### src/rtl/soc_arb_wb.sv
// Round-robin Wishbone arbiter: N masters share one slave, with ownership
// held for the whole cycle and an optional no-response timeout.
module soc_arb_wb #(
    parameter int MASTERS    = 2,
    parameter int DATA_WIDTH = 32,
    parameter int ADDR_WIDTH = 32,
    parameter int TIMEOUT    = 256
) (
    input  logic                                   clk_i,
    input  logic                                   rst_i,
    input  logic [MASTERS-1:0][ADDR_WIDTH-1:0]     m_adr_i,
    input  logic [MASTERS-1:0][DATA_WIDTH-1:0]     m_dat_i,
    input  logic [MASTERS-1:0]                     m_cyc_i,
    input  logic [MASTERS-1:0]                     m_stb_i,
    input  logic [MASTERS-1:0]                     m_we_i,
    input  logic [MASTERS-1:0][DATA_WIDTH/8-1:0]   m_sel_i,
    input  logic [MASTERS-1:0][2:0]                m_cti_i,
    input  logic [MASTERS-1:0][1:0]                m_bte_i,
    output logic [MASTERS-1:0][DATA_WIDTH-1:0]     m_dat_o,
    output logic [MASTERS-1:0]                     m_ack_o,
    output logic [MASTERS-1:0]                     m_err_o,
    output logic [MASTERS-1:0]                     m_rty_o,
    output logic [ADDR_WIDTH-1:0]                  s_adr_o,
    output logic [DATA_WIDTH-1:0]                  s_dat_o,
    output logic                                   s_cyc_o,
    output logic                                   s_stb_o,
    output logic [DATA_WIDTH/8-1:0]                s_sel_o,
    output logic                                   s_we_o,
    output logic [2:0]                             s_cti_o,
    output logic [1:0]                             s_bte_o,
    input  logic [DATA_WIDTH-1:0]                  s_dat_i,
    input  logic                                   s_ack_i,
    input  logic                                   s_err_i,
    input  logic                                   s_rty_i,
    output logic [MASTERS-1:0]                     grant_o
);

    localparam int PW = (MASTERS > 1) ? $clog2(MASTERS) : 1;
    localparam int TW = (TIMEOUT > 1) ? $clog2(TIMEOUT) : 1;

    typedef enum logic {
        ST_IDLE,
        ST_BUSY
    } state_t;

    state_t             r_state;
    state_t             w_state_nxt;
    logic [MASTERS-1:0] r_grant;
    logic [MASTERS-1:0] w_grant_nxt;
    logic [MASTERS-1:0] w_pick;
    logic [PW-1:0]      r_ptr;
    logic [PW-1:0]      w_ptr_nxt;
    logic [PW-1:0]      w_pick_ptr;
    logic               w_found;
    logic [TW-1:0]      r_cnt;
    logic [TW-1:0]      w_cnt_nxt;
    logic               r_to_err;
    logic               w_to_nxt;
    logic               w_busy;
    logic               w_resp;
    logic               w_to_hit;

    // Search order starts at ptr and wraps; the outer loop sets priority.
    always_comb begin
        w_found    = 1'b0;
        w_pick     = '0;
        w_pick_ptr = '0;
        for (int i = 0; i < MASTERS; i++) begin
            for (int k = 0; k < MASTERS; k++) begin
                if (!w_found && m_cyc_i[k] &&
                    (((int'(r_ptr) + i) % MASTERS) == k)) begin
                    w_found    = 1'b1;
                    w_pick[k]  = 1'b1;
                    w_pick_ptr = PW'((k + 1) % MASTERS);
                end
            end
        end
    end

    // Grant is all-zero in IDLE, so every slave-side output falls to 0.
    always_comb begin
        s_adr_o = '0;
        s_dat_o = '0;
        s_cyc_o = 1'b0;
        s_stb_o = 1'b0;
        s_sel_o = '0;
        s_we_o  = 1'b0;
        s_cti_o = '0;
        s_bte_o = '0;
        for (int k = 0; k < MASTERS; k++) begin
            if (r_grant[k]) begin
                s_adr_o = m_adr_i[k];
                s_dat_o = m_dat_i[k];
                s_cyc_o = m_cyc_i[k];
                s_stb_o = m_cyc_i[k] & m_stb_i[k];
                s_sel_o = m_sel_i[k];
                s_we_o  = m_we_i[k];
                s_cti_o = m_cti_i[k];
                s_bte_o = m_bte_i[k];
            end
        end
    end

    assign w_busy   = (r_state == ST_BUSY);
    assign w_resp   = s_ack_i | s_err_i | s_rty_i | r_to_err;
    assign w_to_hit = (TIMEOUT != 0) && w_busy && s_stb_o && !w_resp &&
                      (r_cnt == TW'(TIMEOUT - 1));

    always_comb begin
        w_state_nxt = r_state;
        w_grant_nxt = r_grant;
        w_ptr_nxt   = r_ptr;
        w_cnt_nxt   = '0;
        w_to_nxt    = 1'b0;
        unique case (r_state)
            ST_IDLE: begin
                if (w_found) begin
                    w_state_nxt = ST_BUSY;
                    w_grant_nxt = w_pick;
                    w_ptr_nxt   = w_pick_ptr;
                end
            end
            ST_BUSY: begin
                if (!s_cyc_o) begin
                    w_state_nxt = ST_IDLE;
                    w_grant_nxt = '0;
                end else if (s_stb_o && !w_resp) begin
                    if (w_to_hit) begin
                        w_to_nxt = 1'b1;
                    end else begin
                        w_cnt_nxt = r_cnt + 1'b1;
                    end
                end
            end
            default: begin
                w_state_nxt = ST_IDLE;
                w_grant_nxt = '0;
            end
        endcase
    end

    always_ff @(posedge clk_i or negedge rst_i) begin
        if (!rst_i) begin
            r_state  <= ST_IDLE;
            r_grant  <= '0;
            r_ptr    <= '0;
            r_cnt    <= '0;
            r_to_err <= 1'b0;
        end else begin
            r_state  <= w_state_nxt;
            r_grant  <= w_grant_nxt;
            r_ptr    <= w_ptr_nxt;
            r_cnt    <= w_cnt_nxt;
            r_to_err <= w_to_nxt;
        end
    end

    assign m_dat_o = {MASTERS{s_dat_i}};
    assign m_ack_o = r_grant & {MASTERS{s_ack_i}};
    assign m_err_o = r_grant & {MASTERS{s_err_i | r_to_err}};
    assign m_rty_o = r_grant & {MASTERS{s_rty_i}};
    assign grant_o = r_grant;

endmodule

### config.mk
export PLATFORM = sky130hd
export DESIGN_NAME = soc_arb_wb
export DESIGN_NICKNAME = d
export VERILOG_FILES = /design/src/rtl/soc_arb_wb.sv
export SDC_FILE = /design/constraint.sdc
export NUM_CORES = 1
export LEC_CHECK = 0
export BUFFER_PORTS_ARGS = -buffer_cell sky130_fd_sc_hd__buf_2
export CAP_MARGIN = 20
export CORE_AREA = 10 10 123 125
export DETAILED_ROUTE_END_ITERATION = 6
export DIE_AREA = 0 0 133 135
export GPL_ROUTABILITY_DRIVEN = 0
export GPL_TIMING_DRIVEN = 0
export REMOVE_ABC_BUFFERS = 1
export SLEW_MARGIN = 5
export SYNTH_ARGS = -nofsm -noshare
export SYNTH_HDL_FRONTEND = slang
export SYNTH_SLANG_ARGS = --single-unit
### constraint.sdc
create_clock -name clk_i -period 2.4 [get_ports clk_i]
set_input_delay 0.48 -clock clk_i [delete_from_list [all_inputs] [get_ports clk_i]]
set_output_delay 0.48 -clock clk_i [all_outputs]
set_load 0.05 [all_outputs]
==> tab_implementation.tex, run 1 <==
\begin{tabular}{lr}
\hline
Metric & Value \\
\hline
\multicolumn{2}{l}{\textbf{Drt}} \\
Drt pass-1 iters & 4 \\
Remaining DRCs & 0 \\
Detailed Route Iter0 Violations & 233 \\
Avg WL per Cell & 22.9 um \\
Vias per std cell & around 4.3 \\
Drt total wl & approximately 13000 um \\
Antenna Nets Post-Route & 0 \\
Number of vias after detailed routing & $\sim$2500 \\
\multicolumn{2}{l}{\textbf{Hold path}} \\
Path type of the worst min-delay path & in2async \\
\multicolumn{2}{l}{\textbf{Place}} \\
Placed insts & $\sim$570 \\
HPWL after detailed placement & around 10000 um \\
Post-Place Worst Slack & -463 ps \\
Number of I/O port buffers & 240 \\
Placed cell areas & about 2800 um2 \\
\multicolumn{2}{l}{\textbf{Synth}} \\
Mean post-synth cell area & 8.27 um2 \\
Most frequently used flop master after synthesis & sky130\_fd\_sc\_hd\_\_dfrtp\_1 \\
Asr flop ratio synth & 100\% \\
Share of synthesized area occupied by flip-flops and latches & between 10\% and 20\% \\
Top cell type by total area after synthesis & sky130\_fd\_sc\_hd\_\_a22o\_1 \\
Ranking of synthesized cells by instance count & sky130\_fd\_sc\_hd\_\_a22o\_1, sky130\_fd\_sc\_hd\_\_buf\_4, sky130\_fd\_sc\_hd\_\_dfrtp\_1, sky130\_fd\_sc\_hd\_\_buf\_2, sky130\_fd\_sc\_hd\_\_nand2\_1 \\
Post-synth design cell area & approximately 1900 um2 \\
Synth cell types & 36 \\
Number of instances in the synthesized netlist & 234 \\
Most used standard cell by instance count after synthesis & sky130\_fd\_sc\_hd\_\_a22o\_1 \\
Number of synthesized flops with an enable pin & 0 \\
Top-area cell type share of the netlist area & about a third \\
Warnings, synthesis & 0 \\
Number of synthesized register bits & 13 \\
Synth top area cells & sky130\_fd\_sc\_hd\_\_a22o\_1, sky130\_fd\_sc\_hd\_\_buf\_4, sky130\_fd\_sc\_hd\_\_dfrtp\_1, sky130\_fd\_sc\_hd\_\_buf\_2, sky130\_fd\_sc\_hd\_\_nand2\_1 \\
\multicolumn{2}{l}{\textbf{STA}} \\
Final hold viol count & 0 \\
Min Hold Slack & roughly 120 ps \\
Smallest setup slack after layout & a little under 90 ps \\
Fin crit period & around 2300 ps \\
Maximum operating frequency & about 430 MHz \\
Relative slew slack & between 50\% and 60\% \\
Slew at the pin closest to its max-slew limit & 642 ps \\
Setup repair after global routing missed its margin & false \\
Post-route clock skew & approximately 4.5 ps \\
Max-slew violation count & 0 \\
Share of the clock period used by the worst path after layout & a little over nine tenths \\
Final setup viols & 0 \\
\multicolumn{2}{l}{\textbf{Setup path}} \\
End of the worst register-to-register path & r\_cnt[3] \\
Critical Path Sink Type & output port \\
Critical path type & reg2out \\
Buffer and inverter count on the worst path & 2 \\
Max stage delay cell, worst path & sky130\_fd\_sc\_hd\_\_dfrtp\_4 \\
Startpoint of the worst register-to-register path & grant\_o[1] \\
Critical path's top delay family & flip-flops \\
Worst Path Arrival & between 1500 and 2000 ps \\
Chain of cells forming the critical path & nor2b\_4 > buf\_12 > a22o\_1 > buf\_2 \\
Reg2Reg Setup Slack & 640 ps \\
Peak per-stage delay on the critical path & $\sim$600 ps \\
Crit-path max FO & between 40 and 50 \\
Logic depth of the worst register-to-register path & 4 \\
Data required time of the worst path & about 1900 ps \\
Critical Path Source Type & register \\
\multicolumn{2}{l}{\textbf{Cells and area}} \\
Fraction of final layout cells sized beyond drive strength 1 & between 60 and 70\% \\
Layout overhead on the synthesized area & 54.9\% \\
Finished Layout Cells & $\sim$580 \\
Total inserted antenna cells & 0 \\
Net count, final & around 590 \\
Final standard cell utilization of the core & approximately a quarter \\
Post-route cell area & approximately 3000 um2 \\
\multicolumn{2}{l}{\textbf{Clock tree}} \\
Post-CTS clock slew at the launch and capture registers of the worst setup and hold paths & roughly 50 ps \\
Sinks on Clock Net & 13 \\
H-Tree Depth & 1 \\
Clock buffer count from CTS & 3 \\
Clock latency at the later pin of the worst-skew pair & 240 ps \\
CTS root buffer & sky130\_fd\_sc\_hd\_\_clkbuf\_16 \\
Maximum number of buffers from clock root to sink & 2 \\
CTS tree & done \\
\multicolumn{2}{l}{\textbf{Floorplanning}} \\
Overall die area & around 18000 um2 \\
Initial core utilization & $\sim$15\% \\
Die Span Y & approximately 140 um \\
Width of the die & roughly 130 um \\
IO Count & roughly 340 \\
Number of placement rows & 41 \\
Core area & $\sim$13000 um2 \\
\multicolumn{2}{l}{\textbf{Power}} \\
Power per standard cell area & roughly 1600 nW/um2 \\
Leak Pwr & 1.67 nW \\
Highest ir drop seen on vdd & approximately 0.6 mV \\
\multicolumn{2}{l}{\textbf{Flow run}} \\
Max-cap viol count & 0 \\
\multicolumn{2}{l}{\textbf{Run status}} \\
Outcome & finished clean \\
\multicolumn{2}{l}{\textbf{Global route}} \\
Vias in the first global route & about 2400 \\
Overall routing resource usage & approximately an eighth \\
Maximum number of pins on one net before global-route repair & 45 \\
Antenna violations before repair & 0 \\
Overflow left after global routing & 0 \\
First-pass GRT wire length & between 15000 and 20000 um \\
\hline
\end{tabular}
==> repair_timing <==
item,CTS,global route
buffers inserted,5,0
hold buffers,0,0
gates cloned,1,0
setup endpoints to repair,74,2
resized for setup,2,2
==> state kept, by name, indices dropped and copies added, names as in the netlist <==
| register | cells |
|---|---|
| r_to_err | 1 |
| grant_o | 2 |
| r_cnt | 8 |
| r_ptr | 1 |
| r_state | 1 |
==> worst reg2reg max path, delay by kind of cell, from the launching register on <==
kind                   cells  cell delay [ps]
and+or+nand+nor            2              370
buffers and inverters      1              260
DFF                        1              600
AOI/OAI and AO/OA          1              380
==> routing by layer <==
metal	GRT usage (%)	routed length, um	vias up
met4	1.59	64	2
li1	-	-	1152
met2	17.5	5810	180
met1	16.0	5350	1131
met3	7.94	1870	7
met5	5.25	61	-
==> area by class of cell <==
| cell class | instances | area, um2 |
|---|---|---|
| inverter | 2 | 7.51 |
| timing repair buffer | 246 | 1300 |
| multi-input combinational | 138 | 1060 |
| fill | 1387 | 9570 |
| sequential | 13 | 330 |
| clock buffer | 4 | 78.8 |
| tap | 172 | 215 |
==> metrics by stage <==
stage | TNS, ps | total power (W)
after floorplan | -210160 | 0.00327
after global placement | -339550 | 0.00418
after detailed placement | -20830 | 0.00419
after CTS | 0 | 0.00477
after global routing | 0 | 0.00492
final | 0 | 0.00472
==> worst max path at each step <==
stage	cells past startpoint	to	start	slack (ps)
after floorplan	2	s_adr_o[29]	grant_o[1]	-2790
after global placement	3	s_adr_o[17]	grant_o[1]	-4570
after detailed placement	4	s_adr_o[17]	grant_o[1]	-460
after CTS	4	s_adr_o[17]	grant_o[1]	30
after global routing	4	s_dat_o[21]	grant_o[1]	8
final	4	s_dat_o[21]	grant_o[1]	90
==> cells in the final DEF (no fill, tap or decap), types with 3 or more instances in the layout <==
master / count
sky130_fd_sc_hd__a22o_1: 73
sky130_fd_sc_hd__and2_1: 4
sky130_fd_sc_hd__and3_1: 3
sky130_fd_sc_hd__buf_2: 238
sky130_fd_sc_hd__clkbuf_16: 3
sky130_fd_sc_hd__dfrtp_1: 11
sky130_fd_sc_hd__nand2_1: 9
sky130_fd_sc_hd__nand2b_1: 3
sky130_fd_sc_hd__nand3_1: 4
sky130_fd_sc_hd__nor2_1: 5
sky130_fd_sc_hd__o21ai_0: 6
==> kinds of logic (layout without fill, tap and decap cells) <==
group	after synthesis	count (layout)	synth area share, %
AO/OA/AOI/OAI	88	88	38.4
flip-flops	13	13	16.8
buffers and inverters	84	252	29.3
multiplexers	1	1	0.517
XOR/XNOR	3	3	1.36
adder cells (fa/ha/maj)	1	1	0.646
AND/OR/NAND/NOR	44	45	12.9
==> power by group <==
part / switching (W) / internal (W) / leakage [nW]
combinational: 0.00296 / 0.00106 / 1.46
sequential: 0.000115 / 0.000259 / 0.172
clock: 0.0000915 / 0.000224 / 0.0382
Power figures use the tool's default switching activity.
==> run 2, diff against run 1 <==
REMOVE_ABC_BUFFERS = unset   (was 1)
==> run 2 against run 1 <==
  * Sequential share of layout area fell by 2.5 points
  * Critical path depth rose by 2
  * Die area did not move
  * Clock skew fell by 3.9 ps
==> tab_implementation.tex, run 2 (synthesis results as in run 1) <==
\begin{tabular}{lr}
\hline
Metric & Value \\
\hline
\multicolumn{2}{l}{\textbf{Setup path}} \\
Most frequent cell on the critical path & sky130\_fd\_sc\_hd\_\_buf\_2 \\
Data required time of the worst path & around 1900 ps \\
Logic depth of the worst register-to-register path & 3 \\
Critical path type & reg2out \\
Max stage delay cell, worst path & sky130\_fd\_sc\_hd\_\_dfrtp\_1 \\
Crit-path max FO & 10 \\
Capturing element of the worst setup path & s\_dat\_o[11] \\
Startpoint of the worst register-to-register path & r\_to\_err \\
Peak per-stage delay on the critical path & between 300 and 400 ps \\
Critical Path Sink Type & output port \\
End of the worst register-to-register path & r\_cnt[5] \\
Critical Path Source Type & register \\
Critical path origin & grant\_o[0] \\
Worst Path Arrival & approximately 1800 ps \\
Chain of cells forming the critical path & buf\_2 > nor2b\_1 > buf\_4 > buf\_2 > a22o\_1 > buf\_2 \\
Reg2Reg Setup Slack & 830 ps \\
\multicolumn{2}{l}{\textbf{Clock tree}} \\
Sinks on Clock Net & 13 \\
CTS root buffer & sky130\_fd\_sc\_hd\_\_clkbuf\_16 \\
Clock buffer count from CTS & 3 \\
Maximum number of buffers from clock root to sink & 2 \\
H-Tree Depth & 1 \\
Gates resized, CTS repair & 11 \\
Post-CTS clock slew at the launch and capture registers of the worst setup and hold paths & 40 ps \\
CTS tree & done \\
Post-CTS Hold Buffers & 0 \\
Clock latency at the later pin of the worst-skew pair & roughly 240 ps \\
Post CTS Setup Buffer Count & 0 \\
\multicolumn{2}{l}{\textbf{Place}} \\
HPWL after detailed placement & 12500 um \\
Number of I/O port buffers & slightly above 300 \\
Placed insts & 710 \\
Placed cell areas & about 3700 um2 \\
\multicolumn{2}{l}{\textbf{Global route}} \\
First-pass GRT wire length & 19000 um \\
Antenna violations before repair & 0 \\
Maximum number of pins on one net before global-route repair & 14 \\
Vias in the first global route & $\sim$2800 \\
Overflow left after global routing & 0 \\
Overall routing resource usage & a little over an eighth \\
\multicolumn{2}{l}{\textbf{Floorplanning}} \\
Width of the die & between 100 and 150 um \\
Core area & between 10000 and 15000 um2 \\
Initial core utilization & roughly 15\% \\
Overall die area & approximately 18000 um2 \\
Die Span Y & around 140 um \\
Number of placement rows & 41 \\
IO Count & $\sim$340 \\
\multicolumn{2}{l}{\textbf{Power}} \\
Leak Pwr & 2.26 nW \\
Highest ir drop seen on vdd & between 0.5 and 0.6 mV \\
Power, Total & about 0.005 W \\
Power per standard cell area & roughly 1300 nW/um2 \\
\multicolumn{2}{l}{\textbf{STA}} \\
Final hold viol count & 0 \\
Min Hold Slack & 120 ps \\
Share of the clock period used by the worst path after layout & 95.3\% \\
Final setup viols & 0 \\
Setup repair after global routing missed its margin & true \\
Relative slew slack & $\sim$60\% \\
Fin crit period & around 2300 ps \\
Post-route clock skew & 0.623 ps \\
Aggregate negative setup slack & 0 ps \\
Max-slew violation count & 0 \\
Slew at the pin closest to its max-slew limit & between 600 and 700 ps \\
Maximum operating frequency & about 440 MHz \\
\multicolumn{2}{l}{\textbf{Flow run}} \\
Max-cap viol count & 0 \\
\multicolumn{2}{l}{\textbf{Cells and area}} \\
Flip-flop count of the largest register after layout & 8 \\
Commonest cells after routing, fill and taps aside & sky130\_fd\_sc\_hd\_\_buf\_2, sky130\_fd\_sc\_hd\_\_a22o\_1, sky130\_fd\_sc\_hd\_\_buf\_4 \\
Net count, final & 733 \\
Sequential cell area & approximately 330 um2 \\
Fraction of final layout cells sized beyond drive strength 1 & approximately 73\% \\
Leading cell type in the layout, fill and taps excluded & sky130\_fd\_sc\_hd\_\_buf\_2 \\
Total inserted antenna cells & 0 \\
Biggest register & r\_cnt \\
Finished Layout Cells & slightly above 700 \\
Filler instances & between 1000 and 1500 \\
Post-route cell area & 3830 um2 \\
Area of the multi-input gates & 1040 um2 \\
Layout overhead on the synthesized area & 97.7\% \\
\multicolumn{2}{l}{\textbf{Drt}} \\
Remaining DRCs & 0 \\
Drt pass-1 iters & 4 \\
Drt total wl & between 10000 and 15000 um \\
Avg WL per Cell & about 20 um \\
Number of vias after detailed routing & just under 3000 \\
Detailed Route Iter0 Violations & 105 \\
Antenna Nets Post-Route & 0 \\
Vias per std cell & around 4.0 \\
\multicolumn{2}{l}{\textbf{Run status}} \\
Outcome & finished clean \\
\multicolumn{2}{l}{\textbf{Hold path}} \\
Path type of the worst min-delay path & in2async \\
\multicolumn{2}{l}{\textbf{Synth}} \\
Synthesized net count & between 400 and 500 \\
\hline
\end{tabular}
==> run 2: area by class of cell <==
type / count / share of cell area, %
clock buffer: 4 / 2.06
timing repair buffer: 304 / 41.1
multi-input combinational: 137 / 27.2
sequential: 13 / 8.50
inverter: 2 / 0.196
tap: 172 / 5.62
buffer: 82 / 15.3
==> run 2: layer usage <==
layer  vias to the layer above  global-route usage (%)  share of wire, %
li1                       1432                       -                 -
met1                      1292                    15.3                37
met2                       155                    24.4                53
met3                         5                    5.12               9.4
met4                         0                    1.10              0.30
met5                         -                       0                 0
==> run 2: worst max-delay path, delay by kind of cell (launching register included) <==
family | cells | cell delay (ps)
AO/OA/AOI/OAI | 1 | 170
buffers and inverters | 4 | 920
flip-flops | 1 | 330
AND/OR/NAND/NOR | 1 | 150
==> run 2: metrics by stage <==
| step | setup slack [ps] | util, % |
|---|---|---|
| after floorplan | -222 | - |
| after global placement | 140 | 29.2 |
| after detailed placement | 155 | 29.2 |
| after CTS | 15.3 | 30.0 |
| after global routing | -6.67 | 30.4 |
| final | 113 | 30.4 |
==> run 2: where the power goes <==
group	total (W)	leakage [nW]	internal [W]	switching, W
Combinational	0.00448	2.05	0.00118	0.00329
Clock	0.000314	0.0382	0.000224	0.0000899
Sequential	0.000294	0.175	0.000253	0.0000415
==> run 2: worst min path at each step <==
stage                      end  slack [ps]  cells after the start
CTS                   r_cnt[3]         130                      1
detailed placement  grant_o[0]         380                      1
global placement    grant_o[0]         380                      1
floorplan           grant_o[0]         180                      0
global route        grant_o[0]         140                      1
finish              grant_o[0]         120                      1
